<file path="src/rtl/morse_keyer_queue.sv">
// Queues ASCII bytes and keys them as Morse on o_tone; first mark 3 cycles after the write into an idle, empty queue.
// Backpressure: o_ready drops when the queue is full; bytes offered while full are dropped and o_overflow latches.
module morse_keyer_queue #(
   parameter int DEPTH       = 16,
   parameter int UNIT_CYCLES = 720000,
   parameter int DASH_UNITS  = 3,
   parameter int LETTER_GAP  = 3,
   parameter int WORD_GAP    = 7
) (
   input  logic       i_clk,
   input  logic       i_rst,
   input  logic [7:0] i_data,
   input  logic       i_valid,
   output logic       o_ready,
   output logic       o_tone,
   output logic       o_busy,
   output logic       o_empty,
   output logic       o_full,
   output logic       o_overflow,
   output logic       o_bad_char
);

   localparam int AW    = $clog2(DEPTH);
   localparam int MAXU  = (DASH_UNITS > WORD_GAP) ? DASH_UNITS : WORD_GAP;
   localparam int CW    = $clog2(MAXU * UNIT_CYCLES + 1);

   localparam logic [CW-1:0] DOT_LEN  = CW'(UNIT_CYCLES - 1);
   localparam logic [CW-1:0] DASH_LEN = CW'(DASH_UNITS * UNIT_CYCLES - 1);
   localparam logic [CW-1:0] LGAP_LEN = CW'(LETTER_GAP * UNIT_CYCLES - 1);
   localparam logic [CW-1:0] WGAP_LEN = CW'((WORD_GAP - LETTER_GAP) * UNIT_CYCLES - 1);

   typedef enum logic [2:0] {IDLE, LOAD, MARK, SPACE, GAP} state_t;

   state_t        state;
   logic [AW:0]   wptr, rptr;
   logic [7:0]    mem [DEPTH];
   logic [7:0]    ch;
   logic [4:0]    bits;
   logic [2:0]    rem;
   logic [CW-1:0] cnt;
   logic          full, empty, push, pop;
   logic [7:0]    code;
   logic [2:0]    code_len;
   logic [4:0]    code_pat, code_aligned;

   assign empty      = (wptr == rptr);
   assign full       = (wptr[AW] != rptr[AW]) && (wptr[AW-1:0] == rptr[AW-1:0]);
   assign o_empty    = empty;
   assign o_full     = full;
   assign o_ready    = !full;
   assign push       = i_valid && !full;
   assign pop        = (state == IDLE) && !empty;

   always_ff @(posedge i_clk) begin
      if (i_rst) begin
         wptr       <= '0;
         rptr       <= '0;
         o_overflow <= 1'b0;
      end else begin
         if (push)
            wptr <= wptr + (AW+1)'(1);
         if (pop)
            rptr <= rptr + (AW+1)'(1);
         if (i_valid && full)
            o_overflow <= 1'b1;
      end
   end

   always_ff @(posedge i_clk) begin
      if (push)
         mem[wptr[AW-1:0]] <= i_data;
   end

   // Returns {len, pattern}; pattern is right-aligned, first element in bit len-1, 1 = dash. len 0 = no encoding.
   function automatic logic [7:0] encode(input logic [7:0] c);
      logic [7:0] u;
      logic [7:0] r;
      u = c;
      if (c >= 8'h61 && c <= 8'h7A)
         u = c - 8'h20;
      case (u)
         8'h41: r = {3'd2, 5'b00001};  8'h42: r = {3'd4, 5'b01000};
         8'h43: r = {3'd4, 5'b01010};  8'h44: r = {3'd3, 5'b00100};
         8'h45: r = {3'd1, 5'b00000};  8'h46: r = {3'd4, 5'b00010};
         8'h47: r = {3'd3, 5'b00110};  8'h48: r = {3'd4, 5'b00000};
         8'h49: r = {3'd2, 5'b00000};  8'h4A: r = {3'd4, 5'b00111};
         8'h4B: r = {3'd3, 5'b00101};  8'h4C: r = {3'd4, 5'b00100};
         8'h4D: r = {3'd2, 5'b00011};  8'h4E: r = {3'd2, 5'b00010};
         8'h4F: r = {3'd3, 5'b00111};  8'h50: r = {3'd4, 5'b00110};
         8'h51: r = {3'd4, 5'b01101};  8'h52: r = {3'd3, 5'b00010};
         8'h53: r = {3'd3, 5'b00000};  8'h54: r = {3'd1, 5'b00001};
         8'h55: r = {3'd3, 5'b00001};  8'h56: r = {3'd4, 5'b00001};
         8'h57: r = {3'd3, 5'b00011};  8'h58: r = {3'd4, 5'b01001};
         8'h59: r = {3'd4, 5'b01011};  8'h5A: r = {3'd4, 5'b01100};
         8'h30: r = {3'd5, 5'b11111};  8'h31: r = {3'd5, 5'b01111};
         8'h32: r = {3'd5, 5'b00111};  8'h33: r = {3'd5, 5'b00011};
         8'h34: r = {3'd5, 5'b00001};  8'h35: r = {3'd5, 5'b00000};
         8'h36: r = {3'd5, 5'b10000};  8'h37: r = {3'd5, 5'b11000};
         8'h38: r = {3'd5, 5'b11100};  8'h39: r = {3'd5, 5'b11110};
         default: r = 8'h00;
      endcase
      return r;
   endfunction

   assign code         = encode(ch);
   assign code_len     = code[7:5];
   assign code_pat     = code[4:0];
   assign code_aligned = code_pat << (3'd5 - code_len);

   // Outputs trail the state by one register stage, so durations match the state durations exactly.
   always_ff @(posedge i_clk) begin
      if (i_rst) begin
         state      <= IDLE;
         ch         <= 8'h00;
         bits       <= '0;
         rem        <= '0;
         cnt        <= '0;
         o_tone     <= 1'b0;
         o_busy     <= 1'b0;
         o_bad_char <= 1'b0;
      end else begin
         o_tone     <= (state == MARK);
         o_busy     <= (state != IDLE);
         o_bad_char <= 1'b0;
         case (state)
            IDLE: begin
               if (!empty) begin
                  ch    <= mem[rptr[AW-1:0]];
                  state <= LOAD;
               end
            end
            LOAD: begin
               if (ch == 8'h20) begin
                  cnt   <= WGAP_LEN;
                  state <= GAP;
               end else if (code_len == 3'd0) begin
                  o_bad_char <= 1'b1;
                  state      <= IDLE;
               end else begin
                  bits  <= code_aligned;
                  rem   <= code_len;
                  cnt   <= code_aligned[4] ? DASH_LEN : DOT_LEN;
                  state <= MARK;
               end
            end
            MARK: begin
               if (cnt != '0) begin
                  cnt <= cnt - CW'(1);
               end else if (rem == 3'd1) begin
                  cnt   <= LGAP_LEN;
                  state <= GAP;
               end else begin
                  bits  <= bits << 1;
                  rem   <= rem - 3'd1;
                  cnt   <= DOT_LEN;
                  state <= SPACE;
               end
            end
            SPACE: begin
               if (cnt != '0) begin
                  cnt <= cnt - CW'(1);
               end else begin
                  cnt   <= bits[4] ? DASH_LEN : DOT_LEN;
                  state <= MARK;
               end
            end
            GAP: begin
               if (cnt != '0)
                  cnt <= cnt - CW'(1);
               else
                  state <= IDLE;
            end
            default: state <= IDLE;
         endcase
      end
   end

endmodule

</file>
<file path="config.mk">
export PLATFORM = sky130hd
export DESIGN_NAME = morse_keyer_queue
export DESIGN_NICKNAME = d
export VERILOG_FILES = /design/src/rtl/morse_keyer_queue.sv
export SDC_FILE = /design/constraint.sdc
export NUM_CORES = 1
export LEC_CHECK = 0
export ABC_CLOCK_PERIOD_IN_PS = 3990
export CAP_MARGIN = 20
export CORE_MARGIN = 2
export CORE_UTILIZATION = 46
export CTS_BUF_LIST = sky130_fd_sc_hd__clkbuf_8 sky130_fd_sc_hd__clkbuf_16
export CTS_CLUSTER_DIAMETER = 40
export DETAILED_ROUTE_END_ITERATION = 16
export HOLD_SLACK_MARGIN = 0.05
export PLACE_DENSITY = 0.71
export SLEW_MARGIN = 25
export SYNTH_ARGS = -nofsm -noshare
export SYNTH_HDL_FRONTEND = slang
export SYNTH_SLANG_ARGS = --single-unit
</file>
<file path="constraint.sdc">
create_clock -name i_clk -period 3.99 [get_ports i_clk]
set_input_delay 0.5985 -clock i_clk [delete_from_list [all_inputs] [get_ports i_clk]]
set_output_delay 0.5985 -clock i_clk [all_outputs]
set_load 0.01 [all_outputs]
</file>
# --- Word level (Yosys, flattened, before mapping) ---
# Memories as Yosys holds them, arrays and structs flattened. A register that Yosys moved wholly into a read port is not among the register bits.
# Index checks and enable logic that the tools add are counted.
totals:
  regBits: 48
  ramBits: 128
  mem_bits_ro: 1024
  input_bits: 11
  out_inout_bits: 7
  elab_cells: 91
  n_memories: 2
op_classes:
  add_sub_neg: 6
  magnitude_cmp: 2
  eq_ne: 18
  shift: 1
  n_mux: 32
  bitwise: 2
  n_reduce_logical: 18
memory_table:
  columns: ["memory", "words", "width", "rd", "rd_ports_with_merged_regs", "write_ports", "line_no", "rtl"]
  rows:
  - ["(no name shown)", 128, 8, 1, 0, 0, "81", "case (u)"]
  - ["mem", 16, 8, 1, 1, 1, "36", "logic [7:0] mem [DEPTH];"]
ops:
  columns: ["op", "n"]
  rows:
  - ["$mux W23", 5]
  - ["$pmux W23 S4", 1]
  - ["$mux W22", 3]
  - ["$mux W3", 10]
  - ["$reduce_bool A23 Y1", 1]
  - ["$sub A23 B1 Y23 const B", 1]
  - ["$mux W5", 4]
  - ["$mux W8", 2]
  - ["$ne A2 B2 Y1 const B", 8]
  - ["$pmux W3 S5", 1]
  - ["$add A5 B1 Y5 const B", 2]
  - ["$pmux W5 S2", 1]
  - ["$eq A8 B6 Y1 const B", 1]
  - ["$ge A8 B7 Y1 const B", 1]
  - ["$le A8 B7 Y1 const B", 1]
  - ["$sub A8 B6 Y8 const B", 1]
  - ["$eq A3 B1 Y1 const B", 2]
  - ["$eq A3 B2 Y1 const B", 2]
  - ["$logic_not A3 Y1", 2]
  - ["$pmux W3 S2", 1]
  - ["$eq A5 B5 Y1", 1]
  - ["$logic_and A1 B1 Y1", 5]
  - ["$reduce_and A5 Y1", 1]
  - ["$shl A5 B3 Y5", 1]
  - ["other kinds (17)", 21]

# --- Depth between registers and ports, before layout ---
# Gate-level depths: netlist of the first run.
# An unclocked memory read counts as a cell.
logic_depth:
  depth_word: 11
  ltp_mapped: 12
  mapped_depth_nobuf: 10

# --- Least setup slack after synthesis of the first run ---
# OpenSTA, ideal clock, no wires.
synth_timing:
  path_kind: "flip-flop to flip-flop"
  from: "register ch[6], read port of mem"
  to: "register bits[0]"
  setup_ns: 0.071
  arrival_ns: 2.678
  required_time_ns: 3.919
  setup_slack_ns: 1.242
  path_stages_with_launch: 12
  n_path_buf: 1
  synth_period_minus_slack_ns: 2.748
  path_cell_list: "dfxtp_1 > clkbuf_1 > inv_1 > ha_1 > or2_2 > nand2_1 > a41o_1 > nor2_1 > a211oi_4 > a21oi_2 > or4_1 > a21oi_1"
synth_between:
  elab_chain_len: 10
  word_cells_on_any_way: 17
  cone_classes: "add/sub: 2; order compare: 2; eq/ne: 3; shift: 1; mux: 5; reduce/logical: 3; memory: 1"
synth_lines:
  columns: ["element", "line_no", "rtl"]
  rows:
  - ["from (decl)", "37", "logic [7:0] ch;"]
  - ["$ge A8 B7 Y1 / $le A8 B7 Y1 (equally long branches)", "79", "if (c >= 8'h61 && c <= 8'h7A)"]
  - ["$logic_and A1 B1 Y1", "79", null]
  - ["$mux W8", "79", null]
  - ["$mem_v2 Z128 W8", null, null]
  - ["$mux W8", "81", null]
  - ["$sub A3 B3 Y3", "108", "assign code_aligned = code_pat << (3'd5 - code_len);"]
  - ["$shl A5 B3 Y5", "108", null]
  - ["$mux W5", "136", "end else if (code_len == 3'd0) begin"]
  - ["$mux W5", "133", "if (ch == 8'h20) begin"]
  - ["$pmux W5 S2", "125", "case (state)"]
  - ["to (signal assigned)", "140", "bits <= code_aligned;"]
  - ["to (signal assigned)", "153", "bits <= bits << 1;"]
  - ["to (decl)", "38", "logic [4:0] bits;"]
# Several ways; a longest one is shown, not always the timed one. The select of a mux whose other input is x is not followed.
# A chain may end at the register's enable or synchronous reset.

# --- Worst setup path in the final report of the first run ---
layout_timing:
  from: "register ch[1], read port of mem"
  to: "register cnt[9]"
layout_between:
  elab_chain_len: 8
  word_cells_on_any_way: 13
  cone_classes: "add/sub: 1; order compare: 2; eq/ne: 2; mux: 4; reduce/logical: 3; memory: 1"
layout_lines:
  columns: ["element", "line_no", "rtl"]
  rows:
  - ["$ge A8 B7 Y1 / $le A8 B7 Y1 (equally long branches)", "79", null]
  - ["$logic_and A1 B1 Y1", "79", null]
  - ["$mux W8", "79", null]
  - ["$mem_v2 Z128 W8", null, null]
  - ["$mux W8", "81", null]
  - ["$logic_not A3 Y1", "136", null]
  - ["$ne A3 B3 Y1 (no source line)", null, null]
  - ["$reduce_and A3 Y1 (no source line)", null, null]
  - ["to (signal assigned)", "142", "cnt <= code_aligned[4] ? DASH_LEN : DOT_LEN;"]
  - ["to (signal assigned)", "148", "cnt <= cnt - CW'(1);"]
  - ["to (signal assigned)", "161", "cnt <= cnt - CW'(1);"]
  - ["to (decl)", "40", "logic [CW-1:0] cnt;"]
# Several ways; a longest one is shown, not always the timed one.

==> results of run 1 <==
routing by layer:
layer | wire (µm) | vias to the layer above | global-route usage
li1 | - | 2620 | -
met1 | 7440 | 2777 | 0.236
met2 | 8940 | 135 | 0.309
met3 | 649 | 26 | 0.0346
met4 | 348 | 0 | 0.0742
met5 | 0 | - | 0
layout make-up:
cell class                 instances  area, µm²
fill                            1522       8950
sequential                       184       4970
multi-input combinational        438       3450
clock buffer                      17        425
tap                              234        293
timing repair buffer              30        265
clock inverter                    15        166
inverter                          17       63.8
where the power goes:
group	internal, mW	switching, mW
Combinational	1.00	1.25
Clock	0.889	0.782
Sequential	2.23	0.320
critical path, cell delays in order, from the launching register on:
cell and delay (ns):
dfxtp_1 0.59, inv_1 0.18, ha_1 0.28, nand2b_1 0.16, nor4_2 0.09, o31ai_2 0.42
o211ai_1 0.22, a211oi_4 0.27, buf_4 0.36, and2_1 0.38, nand3b_1 0.12, a21oi_1 0.15
stage by stage:
stage / util / instances / worst slack, ns / total power [mW]
final: 0.519 / 935 / 0.710 / 6.47
after global routing: 0.519 / 935 / 0.420 / 6.87
after CTS: 0.518 / 935 / 0.749 / 6.51
after detailed placement: 0.487 / 903 / 0.745 / 4.82
after global placement: 0.487 / 903 / 0.866 / 4.75
after floorplan: - / 681 / 1.24 / 4.30
Yosys cell counts (6+ instances only):
master,count,area share
mux2i_1,10,0.012
nor3_1,26,0.015
xor2_1,8,0.0081
nand4_1,6,0.0043
or3_1,6,0.0043
mux4_2,40,0.10
a21oi_1,29,0.017
xnor2_1,9,0.0091
and2_1,6,0.0043
o21ai_0,26,0.015
nor2b_1,8,0.0058
a311oi_1,11,0.011
nor2_1,75,0.033
inv_1,17,0.0074
clkbuf_1,25,0.011
nand2b_1,15,0.011
ha_1,16,0.023
nand3b_1,10,0.0087
nand2_1,36,0.016
edfxtp_1,128,0.44
dfxtp_1,56,0.13
buf_2,12,0.0069
or2_2,9,0.0065
flip-flops by register name, summed over array words and instances, names as in the netlist:
signal / cells
o_overflow: 1
o_tone: 1
state: 3
o_bad_char: 1
rptr: 5
bits: 5
ch: 8
wptr: 5
mem: 128
cnt: 23
o_busy: 1
rem: 3
worst paths after layout:
kind | depth (start not counted) | startpoint | to | slack [ns]
setup reg to reg | 11 | ch[1]$_SDFFE_PP0P_ | cnt[9]$_SDFFE_PP0P_ | 0.71
setup / recovery | 11 | ch[1]$_SDFFE_PP0P_ | cnt[9]$_SDFFE_PP0P_ | 0.71
hold / removal | 2 | bits[0]$_SDFFE_PP0P_ | bits[0]$_SDFFE_PP0P_ | 0.45
hold reg to reg | 2 | bits[0]$_SDFFE_PP0P_ | bits[0]$_SDFFE_PP0P_ | 0.45
placed cells by master (no fill, tap or decap), types with 5 or more instances in the layout:
cell type,netlist,layout
a211oi_1,5,5
a21oi_1,29,29
a311oi_1,11,11
and2_1,6,6
buf_4,1,14
clkbuf_16,0,17
clkdlybuf4s50_1,0,16
dfxtp_1,56,55
edfxtp_1,128,128
ha_1,16,16
inv_1,17,19
mux2i_1,10,10
mux4_2,40,40
nand2_1,36,36
nand2b_1,15,15
nand3_1,5,5
nand3b_1,10,10
nand4_1,6,6
nor2_1,75,75
nor2b_1,8,8
nor3_1,26,26
o21ai_0,26,26
or2_2,9,9
or3_1,6,6
xnor2_1,9,9
xor2_1,8,8
kinds of logic (layout without fill, tap and decap cells):
family / after synthesis / after routing / share of synthesized area
multiplexers: 50 / 50 / 0.116
adder cells (fa/ha/maj): 16 / 16 / 0.0231
AO/OA/AOI/OAI: 130 / 130 / 0.107
flip-flops: 184 / 184 / 0.573
XOR/XNOR: 17 / 17 / 0.0172
buffers and inverters: 59 / 79 / 0.0277
AND/OR/NAND/NOR: 225 / 225 / 0.136
==> flow_summary.ini, run 1 <==
[outcome]
status = completed

[clock_tree]
cts_made_buffers = 17
cts.clk_slew.worst_paths_ns = 0.07
cts_resized = 0
clk_latency_ns = 0.44
hold_buffers = 0
numClockSinks = 184
htreeDepth = 4
cts_root_buf = clkbuf_16
clockBufferDepth = 2
post-cts-setup-buffers = 0
tritoncts = done

[floorplan]
dieArea_um2 = 19900
io_pins = 18
core_area_um2 = 18600
start_util = 0.466
die_w_um = 141
rows = 50
fp.dieH_um = 141

[yosys]
syn_area_um2 = 8660
ys_seq_elements = 184
synth.distinct_cells = 71
syn-mean-instance-area_um2 = 12.7
synth_flop_cell = edfxtp_1
yosys_warnings = 0
yosysSeqAreaShare = 0.573
ys_async_sr_fraction = 0
syn_inst = 681
syn_nets = 708
synth_edf_count = 128

[worst_hold_path]
min_path_type = reg2reg

[timing]
slew_violations = 0
finalSetupViolCount = 0
worst_pin_slew_ns = 0.916
setup_tns_ns = 0
hold_slack_ns = 0.455
fin_crit_ns = 3.28
final_hold_viol_count = 0
fin_crit_sh = 0.822
finalClockSkew_ns = 0.0143
rsz0062_at_grt = false
slew_headroom = 0.388
fmax_mhz = 305

[drt]
route.detailed.drc = 0
avgViaCountPerCell = 5.94
wirelength_um = 17400
drtIter0Drc = 656
drt-pass1-iter-count = 5
ant_nets = 0
dr_total_vias = 5558
wl_per_cell_um = 18.6

[setup_path]
startpoint_type = flip-flop
crit_fanout = 35
endpoint_kind = flip-flop
critPathRequiredTime_ns = 4.35
crit_type = reg2reg
worstPathArrival_ns = 3.64

[layout]
stdcell_area_um2 = 9630
fin_nets = 715
diodes = 0
area_growth_pct = 11.3
drive_above_1_share = 0.158

[placed_design]
dp_hpwl_um = 11800
gp_congestion = 0.860
io_buffers = 17
dpl_cell_area_um2 = 9040

[power_and_ir_drop]
peakVddDrop_mv = 0.421
leakagePower_nw = 3.15
p_per_area_nw_per_um2 = 671

[flow_run]
max-cap-violations = 0

[global_routing]
grt_max_degree = 60
antenna_found_initial = 0
track_usage = 0.184
grt_first_pass_wirelength_um = 28300
grt-ovfl-total = 0
first_global_vias = 5409
(Power assumes the default switching activity.)
==> run 2, diff against run 1 <==
Settings changed: ABC_CLOCK_PERIOD_IN_PS 3990 to 3400.
Clock period 3.99 ns to 3.4 ns, I/O delays scaled along.
==> run 2 against run 1 <==
Effect of this change:
- clock power rose by 21%
- final area up 1.2%
- first-iteration DRC count shrank 11%
- largest power group unchanged
==> flow_summary.ini, run 2 (synthesis results as in run 1) <==
[global_routing]
grt_max_degree = 60
busiest_layer = met2
gr-usage-met2 = 0.325
met1_usage = 0.236
met3_usage = 0.0377
antenna_found_initial = 0
track_usage = 0.187
grt-ovfl-total = 0
grt_first_pass_wirelength_um = 29100
first_global_vias = 5556

[clock_tree]
tritoncts = done
cts.clk_slew.worst_paths_ns = 0.07
clockBufferDepth = 2
cts_root_buf = clkbuf_16
hold_buffers = 0
cts_made_buffers = 17
htreeDepth = 4
post-cts-setup-buffers = 0
clk_latency_ns = 0.44
cts_resized = 0
numClockSinks = 184

[timing]
rsz0062_at_grt = false
final_hold_viol_count = 0
fmax_mhz = 328
finalClockSkew_ns = 0.0154
slew_violations = 0
finalSetupViolCount = 0
hold_slack_ns = 0.468
fin_crit_ns = 3.05
setup_ws_ns = 0.354
worst_pin_slew_ns = 0.781
fin_crit_sh = 0.896
setup_tns_ns = 0
slew_headroom = 0.477

[power_and_ir_drop]
p_per_area_nw_per_um2 = 793
p_comb_frac = 0.362
peakVddDrop_mv = 0.489
pwr-share-clk = 0.261
switching_share = 0.366
leakagePower_nw = 3.23
power_frac_seq = 0.377
p_sw_mw = 2.83
intPower_mw = 4.90
totalPowerFinal_mw = 7.73

[worst_hold_path]
min_path_type = reg2reg

[setup_path]
max_stage_delay_ns = 0.46
crit_path_cell_trace = inv_1, ha_1, or3b_1, nor3_2, nand3_2, nor3_4, o21ai_2, and2_1, a22oi_1, nor2_1
startpoint_type = flip-flop
crit_type = reg2reg
cp_slowest_cell = or3b_1
worstPathArrival_ns = 3.35
r2r_slack_ns = 0.35
critPathRequiredTime_ns = 3.71
endpoint_kind = flip-flop
crit_fanout = 10

[floorplan]
core_area_um2 = 18600
fp.dieH_um = 141
start_util = 0.466
rows = 50
io_pins = 18
die_w_um = 141
dieArea_um2 = 19900

[layout]
final_common_cell = edfxtp_1
nFillCells = 1523
regArea_um2 = 4970
drive_above_1_share = 0.175
mostFrequentLayoutCells = edfxtp_1, nor2_1, dfxtp_1
area_growth_pct = 12.6
diodes = 0
largest_reg_flops = 128
multiInputGateArea_um2 = 3450
fin_nets = 728
stdcell_area_um2 = 9750

[drt]
dr_total_vias = 5589
drt-pass1-iter-count = 5
avgViaCountPerCell = 5.90
wl_per_cell_um = 18.6
wirelength_um = 17600
route.detailed.drc = 0
drtIter0Drc = 587
ant_nets = 0

[placed_design]
io_buffers = 17
dpl_cell_area_um2 = 9140
gp_congestion = 0.897
dp_hpwl_um = 12200
dp_slack_ns = 0.407

[flow_run]
max-cap-violations = 0

[outcome]
status = completed
==> run 2: cell count changes in the layout (fill, tap and decap cells not counted), sizes merged <==
| cell | previous run | this run |
|---|---|---|
| buf | 14 | 27 |
| clkinv | 5 | 4 |
| inv | 25 | 26 |
==> run 2: worst paths after layout <==
path | startpoint | to | depth (start not counted)
worst max-delay path | cnt[0]$_SDFFE_PP0P_ | cnt[18]$_SDFFE_PP0P_ | 10
worst max register to register | cnt[0]$_SDFFE_PP0P_ | cnt[18]$_SDFFE_PP0P_ | 10
worst min-delay path | bits[0]$_SDFFE_PP0P_ | bits[0]$_SDFFE_PP0P_ | 2
worst min register to register | bits[0]$_SDFFE_PP0P_ | bits[0]$_SDFFE_PP0P_ | 2
==> run 2: power groups by stage <==
stage	combinational, mW	clock [mW]	sequential [mW]
2_1_floorplan	2.24	0	2.81
4_1_cts	2.79	2.05	2.91
3_5_place_dp	2.78	0	2.95
6_report	2.80	2.02	2.92
5_1_grt	3.09	2.15	2.96
3_3_place_gp	2.69	0	2.93
==> run 2: layer usage <==
metal	up-vias	routed length, µm
met4	0	260
met2	175	9200
met5	-	0
li1	2641	-
met3	23	843
met1	2750	7320
==> run 2: critical path: cells and delay by family (launching register included) <==
| kind | cells | cell delay, ns |
|---|---|---|
| AOI/OAI and AO/OA | 2 | 0.48 |
| and+or+nand+nor | 6 | 1.79 |
| DFF | 1 | 0.35 |
| adders and majority gates | 1 | 0.18 |
| buffers and inverters | 1 | 0.10 |
==> run 2: area by class of cell <==
cell class / instances / share of cell area
well taps: 234 / 0.0300
inverters: 17 / 0.00655
multi-input cells: 438 / 0.354
flip-flops and latches: 184 / 0.509
clock buffers: 17 / 0.0436
repair buffers: 43 / 0.0372
clock inverters: 15 / 0.0187
==> run 2: stage by stage <==
step,util,instances
global placement,0.492,916
global route,0.525,948
detailed placement,0.492,916
CTS,0.525,948
floorplan,-,681
finish,0.525,948
==> run 3, diff against run 2 <==
--- a/config.mk
+++ b/config.mk
@@ -9,3 +9,3 @@
 export CAP_MARGIN = 20
-export CORE_MARGIN = 2
+export CORE_MARGIN = 1
 export CORE_UTILIZATION = 46
--- a/constraint.sdc
+++ b/constraint.sdc
@@ -3,2 +3,2 @@
 set_output_delay 0.51 -clock i_clk [all_outputs]
-set_load 0.01 [all_outputs]
+set_load 0.005 [all_outputs]
==> run 3 against run 2 <==
Effect of this change:
- the run now ends with design-rule violations left
- critical path depth down 1
- fmax down 1.8%
- setup slack worse by 0.055 ns
- sequential cell count unchanged
- total power down 1.3%
- critical endpoint is now cnt[8]$_SDFFE_PP0P_
==> flow_summary.ini, run 3 (synthesis results as in run 1) <==
[power_and_ir_drop]
peakVddDrop_mv = 0.395
p_sw_mw = 2.80
pwr-share-clk = 0.248
intPower_mw = 4.83
power_frac_seq = 0.382
switching_share = 0.367
p_per_area_nw_per_um2 = 782
p_comb_frac = 0.370
leakagePower_nw = 3.24
totalPowerFinal_mw = 7.63

[setup_path]
rr_worst_depth = 9
startpoint_type = flip-flop
crit_type = reg2reg
crit_fanout = 8
r2r_slack_ns = 0.30
endpoint = cnt[8]$_SDFFE_PP0P_
critPathLaunch = ch[1]$_SDFFE_PP0P_
r2r-start = ch[1]$_SDFFE_PP0P_
critPathRequiredTime_ns = 3.74
r2r_end = cnt[8]$_SDFFE_PP0P_
worstPathArrival_ns = 3.44
endpoint_kind = flip-flop

[clock_tree]
tritoncts = done
clockBufferDepth = 2
cts.clk_slew.worst_paths_ns = 0.08
numClockSinks = 184
post-cts-setup-buffers = 0
clk_latency_ns = 0.44
htreeDepth = 4
cts_root_buf = clkbuf_16
hold_buffers = 0
cts_resized = 0
cts_made_buffers = 17

[placed_design]
io_buffers = 17
dp_hpwl_um = 12400
dp_slack_ns = 0.369
dp_cells = 917
gp_congestion = 0.968
dpl_cell_area_um2 = 9190

[drt]
route.detailed.drc = 1
wirelength_um = 17900
drtIter0Drc = 512
avgViaCountPerCell = 5.97
dr_total_vias = 5669
wl_per_cell_um = 18.8
ant_nets = 0
drt-pass1-iter-count = 11

[floorplan]
rows = 49
fp.dieH_um = 139
core_area_um2 = 18200
io_pins = 18
die_w_um = 139
start_util = 0.476
dieArea_um2 = 19400

[layout]
stdcell_area_um2 = 9750
postLayoutCoreUtil = 0.536
regArea_um2 = 4970
drive_above_1_share = 0.179
area_growth_pct = 12.6
multiInputGateArea_um2 = 3450
fin_nets = 734
diodes = 0
nFillCells = 1461
final_common_cell = edfxtp_1
largest_reg_flops = 128
mostFrequentLayoutCells = edfxtp_1, nor2_1, dfxtp_1
instances_no_fill = 949

[timing]
fin_crit_ns = 3.10
slew_violations = 0
finalClockSkew_ns = 0.0154
setup_ws_ns = 0.299
hold_slack_ns = 0.477
fmax_mhz = 322
rsz0062_at_grt = false
setup_tns_ns = 0
fin_crit_sh = 0.912
final_hold_viol_count = 0
worst_pin_slew_ns = 0.795
slew_headroom = 0.469
finalSetupViolCount = 0

[outcome]
status = finished with violations
violations = design-rule violations

[flow_run]
max-cap-violations = 0

[worst_hold_path]
hp-start = bits[0]$_SDFFE_PP0P_
min_path_type = reg2reg

[global_routing]
antenna_found_initial = 0
track_usage = 0.196
grt-ovfl-total = 0
grt_first_pass_wirelength_um = 29400
grt_max_degree = 60
first_global_vias = 5688
run 3: cell count changes in the layout (fill, tap and decap cells not counted), sizes merged:
cell    change
clkinv      +2
buf         +6
bufinv      -1
inv         -1
run 3: final cells by class:
type	count	share of cell area
clock buffers	17	0.0436
clock inverters	15	0.0141
inverters	17	0.00654
multi-input cells	438	0.354
flip-flops and latches	184	0.509
well taps	229	0.0294
repair buffers	49	0.0431
run 3: layer usage:
metal | up-vias | wire [µm] | global-route usage | share of wire
li1 | 2658 | - | - | -
met1 | 2834 | 7460 | 0.246 | 0.42
met3 | 25 | 683 | 0.0366 | 0.038
met2 | 152 | 9400 | 0.342 | 0.53
met4 | 0 | 314 | 0.0637 | 0.018
met5 | - | 0 | 0 | 0
run 3: worst min path at each step:
stage / endpoint / slack (ns) / cells past startpoint
4_1_cts: bits[0]$_SDFFE_PP0P_ / 0.48 / 2
6_report: bits[0]$_SDFFE_PP0P_ / 0.48 / 2
5_1_grt: bits[0]$_SDFFE_PP0P_ / 0.50 / 2
3_5_place_dp: bits[0]$_SDFFE_PP0P_ / 0.47 / 2
2_1_floorplan: bits[0]$_SDFFE_PP0P_ / 0.43 / 2
3_3_place_gp: o_overflow$_SDFFE_PP0P_ / 0.45 / 2
run 3: power by group through the flow:
| stage | Sequential [mW] | Clock, mW | Combinational [mW] |
|---|---|---|---|
| after floorplan | 2.81 | 0 | 2.24 |
| after global placement | 2.94 | 0 | 2.72 |
| after detailed placement | 2.96 | 0 | 2.80 |
| after CTS | 2.91 | 1.92 | 2.82 |
| after global routing | 2.96 | 2.00 | 3.12 |
| final | 2.92 | 1.89 | 2.82 |
run 3: critical path, cell delays in order, from the launching register on:
cell and delay (ns):
dfxtp_1 0.46, inv_1 0.15, ha_1 0.28, or4_4 0.52
a31oi_4 0.26, nand4_1 0.26, nand2b_1 0.26, o221ai_1 0.39
o21ai_1 0.14, a311oi_1 0.28
==> RTL edit 1: new RTL, settings of run 3 <==
Change the parameter `DEPTH` from 16 to 32.
--- a/src/rtl/morse_keyer_queue.sv
+++ b/src/rtl/morse_keyer_queue.sv
@@ -3,3 +3,3 @@
 module morse_keyer_queue #(
-   parameter int DEPTH       = 16,
+   parameter int DEPTH       = 32,
    parameter int UNIT_CYCLES = 720000,
Function: same outputs for any inputs over 4 cycles, from zero or initial values and one cycle with i_rst high; that may be too few to reach the edited logic, so the function may still have changed.
==> RTL edit 1 against run 3 <==
  * Largest power group unchanged
  * Sequential share of layout area is 4.6 points higher
  * Area after synthesis grew 59%
  * Total power is 58% higher
  * First-iteration DRC count increased by 40%
  * Critical path depth did not move
  * Worst setup slack got worse by 0.097 ns
  * Highest routed layer unchanged
  * Global-route usage decreased by 0.49 points
  * Clock power increased by 110%
  * Wire length up 61%
  * Sequential power rose by 58%
  * Hold slack worse by 0.024 ns
  * Design area up 64%
  * Sequential cell count increased by 130
==> RTL edit 1: results (changes against run 3) <==
Top Family by Delay on Critical Path=simple AND/OR/NAND/NOR gates (was compound AO/OA/AOI/OAI gates); Mean Syn Cell Area=14.8 sq um (was 12.7 sq um); Setup Viol. Count Final=0 (unchanged); DR iter-0 viols=719 (was 512); Layout Skew=0.0191 ns (was 0.0154 ns); CTS Buf Count=38 (was 17); vias in the first global route=7965 (was 5688); top cells by count, synth=edfxtp_1 (256), nor2_1 (128), mux4_2 (80) (was edfxtp_1 (128), nor2_1 (75), dfxtp_1 (56)); dpl hpwl=17.9 mm (was 12.4 mm); critical path arrival=3.62 ns (was 3.44 ns); share of the synthesized area in the top cell type=0.559 (was 0.444); gp weighted congestion=0.875 (was 0.968); HP Class=flip-flop to flip-flop (unchanged); port buffer count=17 (unchanged); Least-Margin Pin Slew=0.584 ns (was 0.795 ns); Syn. warnings=0 (unchanged); Post-synth EDFFs=256 (was 128); fillers=2341 (was 1461); worst setup margin=0.202 ns (was 0.299 ns); reg2reg start=cnt[14] (was ch[1]); Distinct cells, synth=68 (was 71); htree depth=2 (was 4); crit-path max FO=9 (was 8); Worst-Skew Late Latency=0.52 ns (was 0.44 ns); LEAKAGE=5.31 nW (was 3.24 nW); Routed wire per std cell=20.4 um (was 18.8 um); largest net degree at the start of global routing=69 (was 60); max reg flops=256 (was 128); diode count=0 (unchanged); Net Count, Synth=958 (was 708); clock tree buffer depth=3 (was 2); Seq/Total Area, Yosys=0.644 (was 0.573); max-slew violation count=0 (unchanged); Place WS=0.145 ns (was 0.369 ns); initial antenna violation count=0 (unchanged); dpl cells=1340 (was 917); Post-synth ARST share=0 (unchanged); Synth area leaders=edfxtp_1 (56%), mux4_2 (13%), dfxtp_1 (8.4%) (was edfxtp_1 (44%), dfxtp_1 (13%), mux4_2 (10%)); drt pass-1 iters=7 (was 11); crit path to=cnt[5] (was cnt[8]); clk slew on worst S/H paths=0.05 ns (was 0.08 ns); crit path from=cnt[14] (was ch[1]); slowest stage delay, CP=0.58 ns (was 0.52 ns); DR vias/cell=5.80 (was 5.97); total number of vias=8188 (was 5669); status=complete, no violations (was complete, but fails checks); Post-layout nets=1028 (was 734); Global Route Usage Sum=0.191 (was 0.196); global-route wire length before repair=45.2 mm (was 29.4 mm); layout cells sized above 1=0.232 (was 0.179); Peak VDD IR=0.000426 V (was 0.000395 V)
[RTL edit 1: cell types whose count changed after synthesis, sizes merged, moves of 6 or more]
cell | before | now
nor3 | 28 | 18
mux4 | 40 | 80
or2 | 9 | 2
clkbuf | 25 | 40
a211oi | 6 | 14
o21ai | 28 | 35
edfxtp | 128 | 256
nand3 | 6 | 12
nor2 | 75 | 128
a31oi | 4 | 10
[RTL edit 1: tightest hold or removal path, delay by kind of cell (launching register included)]
| family | cells | cell delay (ns) |
|---|---|---|
| flip-flops | 1 | 0.31 |
| AND/OR/NAND/NOR | 1 | 0.05 |
| AO/OA/AOI/OAI | 1 | 0.05 |
[RTL edit 1: where the power goes]
part           internal [mW]  switching (mW)  total (mW)
Sequential              4.36           0.245        4.60
Combinational           1.56            1.96        3.52
Clock                   2.37            1.56        3.93
Total                   8.28            3.77        12.0
[RTL edit 1: kinds of logic (layout without fill, tap and decap cells)]
logic type,count (synthesis),in the layout,synth area share
multiplexers,95,95,0.142
AND/OR/NAND/NOR,256,256,0.0873
adder cells (fa/ha/maj),16,16,0.0146
AO/OA/AOI/OAI,160,160,0.0799
buffers and inverters,74,170,0.0223
flip-flops,314,314,0.644
XOR/XNOR,16,16,0.0102
[RTL edit 1: stage by stage]
stage / utilization / instance area [sq um] / hold WS [ns]
5_1_grt: 0.550 / 16000 / 0.477
3_5_place_dp: 0.506 / 14700 / 0.448
6_report: 0.550 / 16000 / 0.453
3_3_place_gp: 0.506 / 14700 / 0.441
4_1_cts: 0.548 / 15900 / 0.454
2_1_floorplan: - / 13700 / 0.432
[RTL edit 1: cell type report]
cell class / count / share of cell area
Clock buffer: 38 / 0.0596
Clock inverter: 28 / 0.0181
Inverter: 20 / 0.00470
Multi-Input combinational cell: 543 / 0.289
Sequential cell: 314 / 0.555
Tap cell: 384 / 0.0301
Timing Repair Buffer: 84 / 0.0436
[RTL edit 1: how the worst min path moves through the flow]
stage,slack (ns),cells after the start,from,end
after floorplan,0.43,2,bits[0],bits[0]
after global placement,0.44,2,bits[0],bits[0]
after detailed placement,0.45,2,bits[0],bits[0]
after CTS,0.45,2,bits[0],bits[0]
after global routing,0.48,2,bits[4],bits[4]
final,0.45,2,bits[0],bits[0]
[RTL edit 1: layer usage]
metal  GRT usage  share of wire  up-vias
met5           0              0        -
met4      0.0583          0.025        0
met3      0.0379          0.059       57
met2       0.302           0.48      272
met1       0.268           0.44     4083
li1            -              -     3776
[RTL edit 1: repair_timing]
item | in CTS | in global routing
gates resized for setup | 0 | 6
setup buffers | 0 | 5
endpoints found under the setup margin | 0 | 18
==> RTL edit 2: new RTL, config.mk and constraints of run 3 <==
Without the edit above. Re-encode `state_t` (5 states) as one-hot, 5 bits wide.
--- a/src/rtl/morse_keyer_queue.sv
+++ b/src/rtl/morse_keyer_queue.sv
@@ -31,3 +31,3 @@
 
-   typedef enum logic [2:0] {IDLE, LOAD, MARK, SPACE, GAP} state_t;
+   typedef enum logic [4:0] {IDLE = 5'b00001, LOAD = 5'b00010, MARK = 5'b00100, SPACE = 5'b01000, GAP = 5'b10000} state_t;
 
Formal check against the unedited RTL: no difference found for any inputs over 4 cycles, from zero or initial values and one cycle with i_rst high; so few cycles prove little.
==> RTL edit 2 against run 3 <==
  * Wire length is 3.0% higher
  * Sequential cell count up 2
  * Design area grew 2.2%
  * Area after synthesis increased by 2.3%
  * Combinational power fell by 17%
  * Total power shrank 6.8%
  * First-iteration DRC count rose by 25%
  * Worst setup slack improved by 0.083 ns
  * Largest power group unchanged
==> RTL edit 2: results (changes against run 3) <==
Synth area leaders=edfxtp_1 (43%), dfxtp_1 (13%), mux4_2 (10%) (was edfxtp_1 (44%), dfxtp_1 (13%), mux4_2 (10%)); Seq/Total Area, Yosys=0.565 (was 0.573); met1 WL=8.12 mm (was 7.46 mm); grt met1 use=0.253 (was 0.246); Distinct cells, synth=78 (was 71); Worst R2R Path Depth=11 (was 9); Switching Share=0.353 (was 0.367); Least-Margin Pin Slew=0.771 ns (was 0.795 ns); RR Endpoint=cnt[13] (was cnt[8]); dpl cells=957 (was 917); drt pass-1 iters=5 (was 11); crit path from=ch[0] (was ch[1]); dpl hpwl=12.7 mm (was 12.4 mm); Crit-path slowest cell=dfxtp_1 (was or4_4); gp weighted congestion=0.860 (was 0.968); final wirelength=18.4 mm (was 17.9 mm); Tcrit/Tclk final=0.888 (was 0.912); slowest stage delay, CP=0.55 ns (was 0.52 ns); Global Route Usage Sum=0.195 (was 0.196); global-route wire length before repair=30.0 mm (was 29.4 mm); mux share of post-synthesis cell area=0.115 (was 0.116); LEAKAGE=3.33 nW (was 3.24 nW); status=complete, no violations (was complete, but fails checks); P_seq=2.77 mW (was 2.92 mW); worst hold endpoint=cnt[22] (was bits[0]); met2 usage=0.335 (was 0.342); total number of vias=5821 (was 5669); DR iter-0 viols=642 (was 512); Peak VDD IR=0.000589 V (was 0.000395 V); adder-cell share of the synthesized area=0.0226 (was 0.0231)
[RTL edit 2: changes by cell type after synthesis, moves of 4 or more]
cell,change
nand3b_1,-4
nand2b_1,-5
o21ai_0,-6
clkbuf_1,-9
nand2_1,+19
a21oi_1,+10
or2_2,-6
nor2_1,+9
inv_1,+4
buf_6,+4
o21a_1,+6
o22ai_1,+4
[RTL edit 2: final cells by class]
class                   instances  area (sq um)
flip-flops and latches        186          5010
well taps                     234           293
inverters                      22          82.6
repair buffers                 49           405
clock inverters                15           178
multi-input cells             466          3570
fillers                      1551          8800
clock buffers                  17           425
[RTL edit 2: worst min-delay path: cells and delay by family, from the launching register on]
| family | cells | cell delay, ns |
|---|---|---|
| simple gates | 1 | 0.07 |
| flops | 1 | 0.32 |
| compound gates | 1 | 0.04 |
[RTL edit 2: through the flow]
stage / hold WS, ns / total power, mW
after floorplan: 0.427 / 4.63
after global placement: 0.442 / 5.09
after detailed placement: 0.457 / 5.15
after CTS: 0.470 / 7.13
after global routing: 0.491 / 7.48
final: 0.469 / 7.11
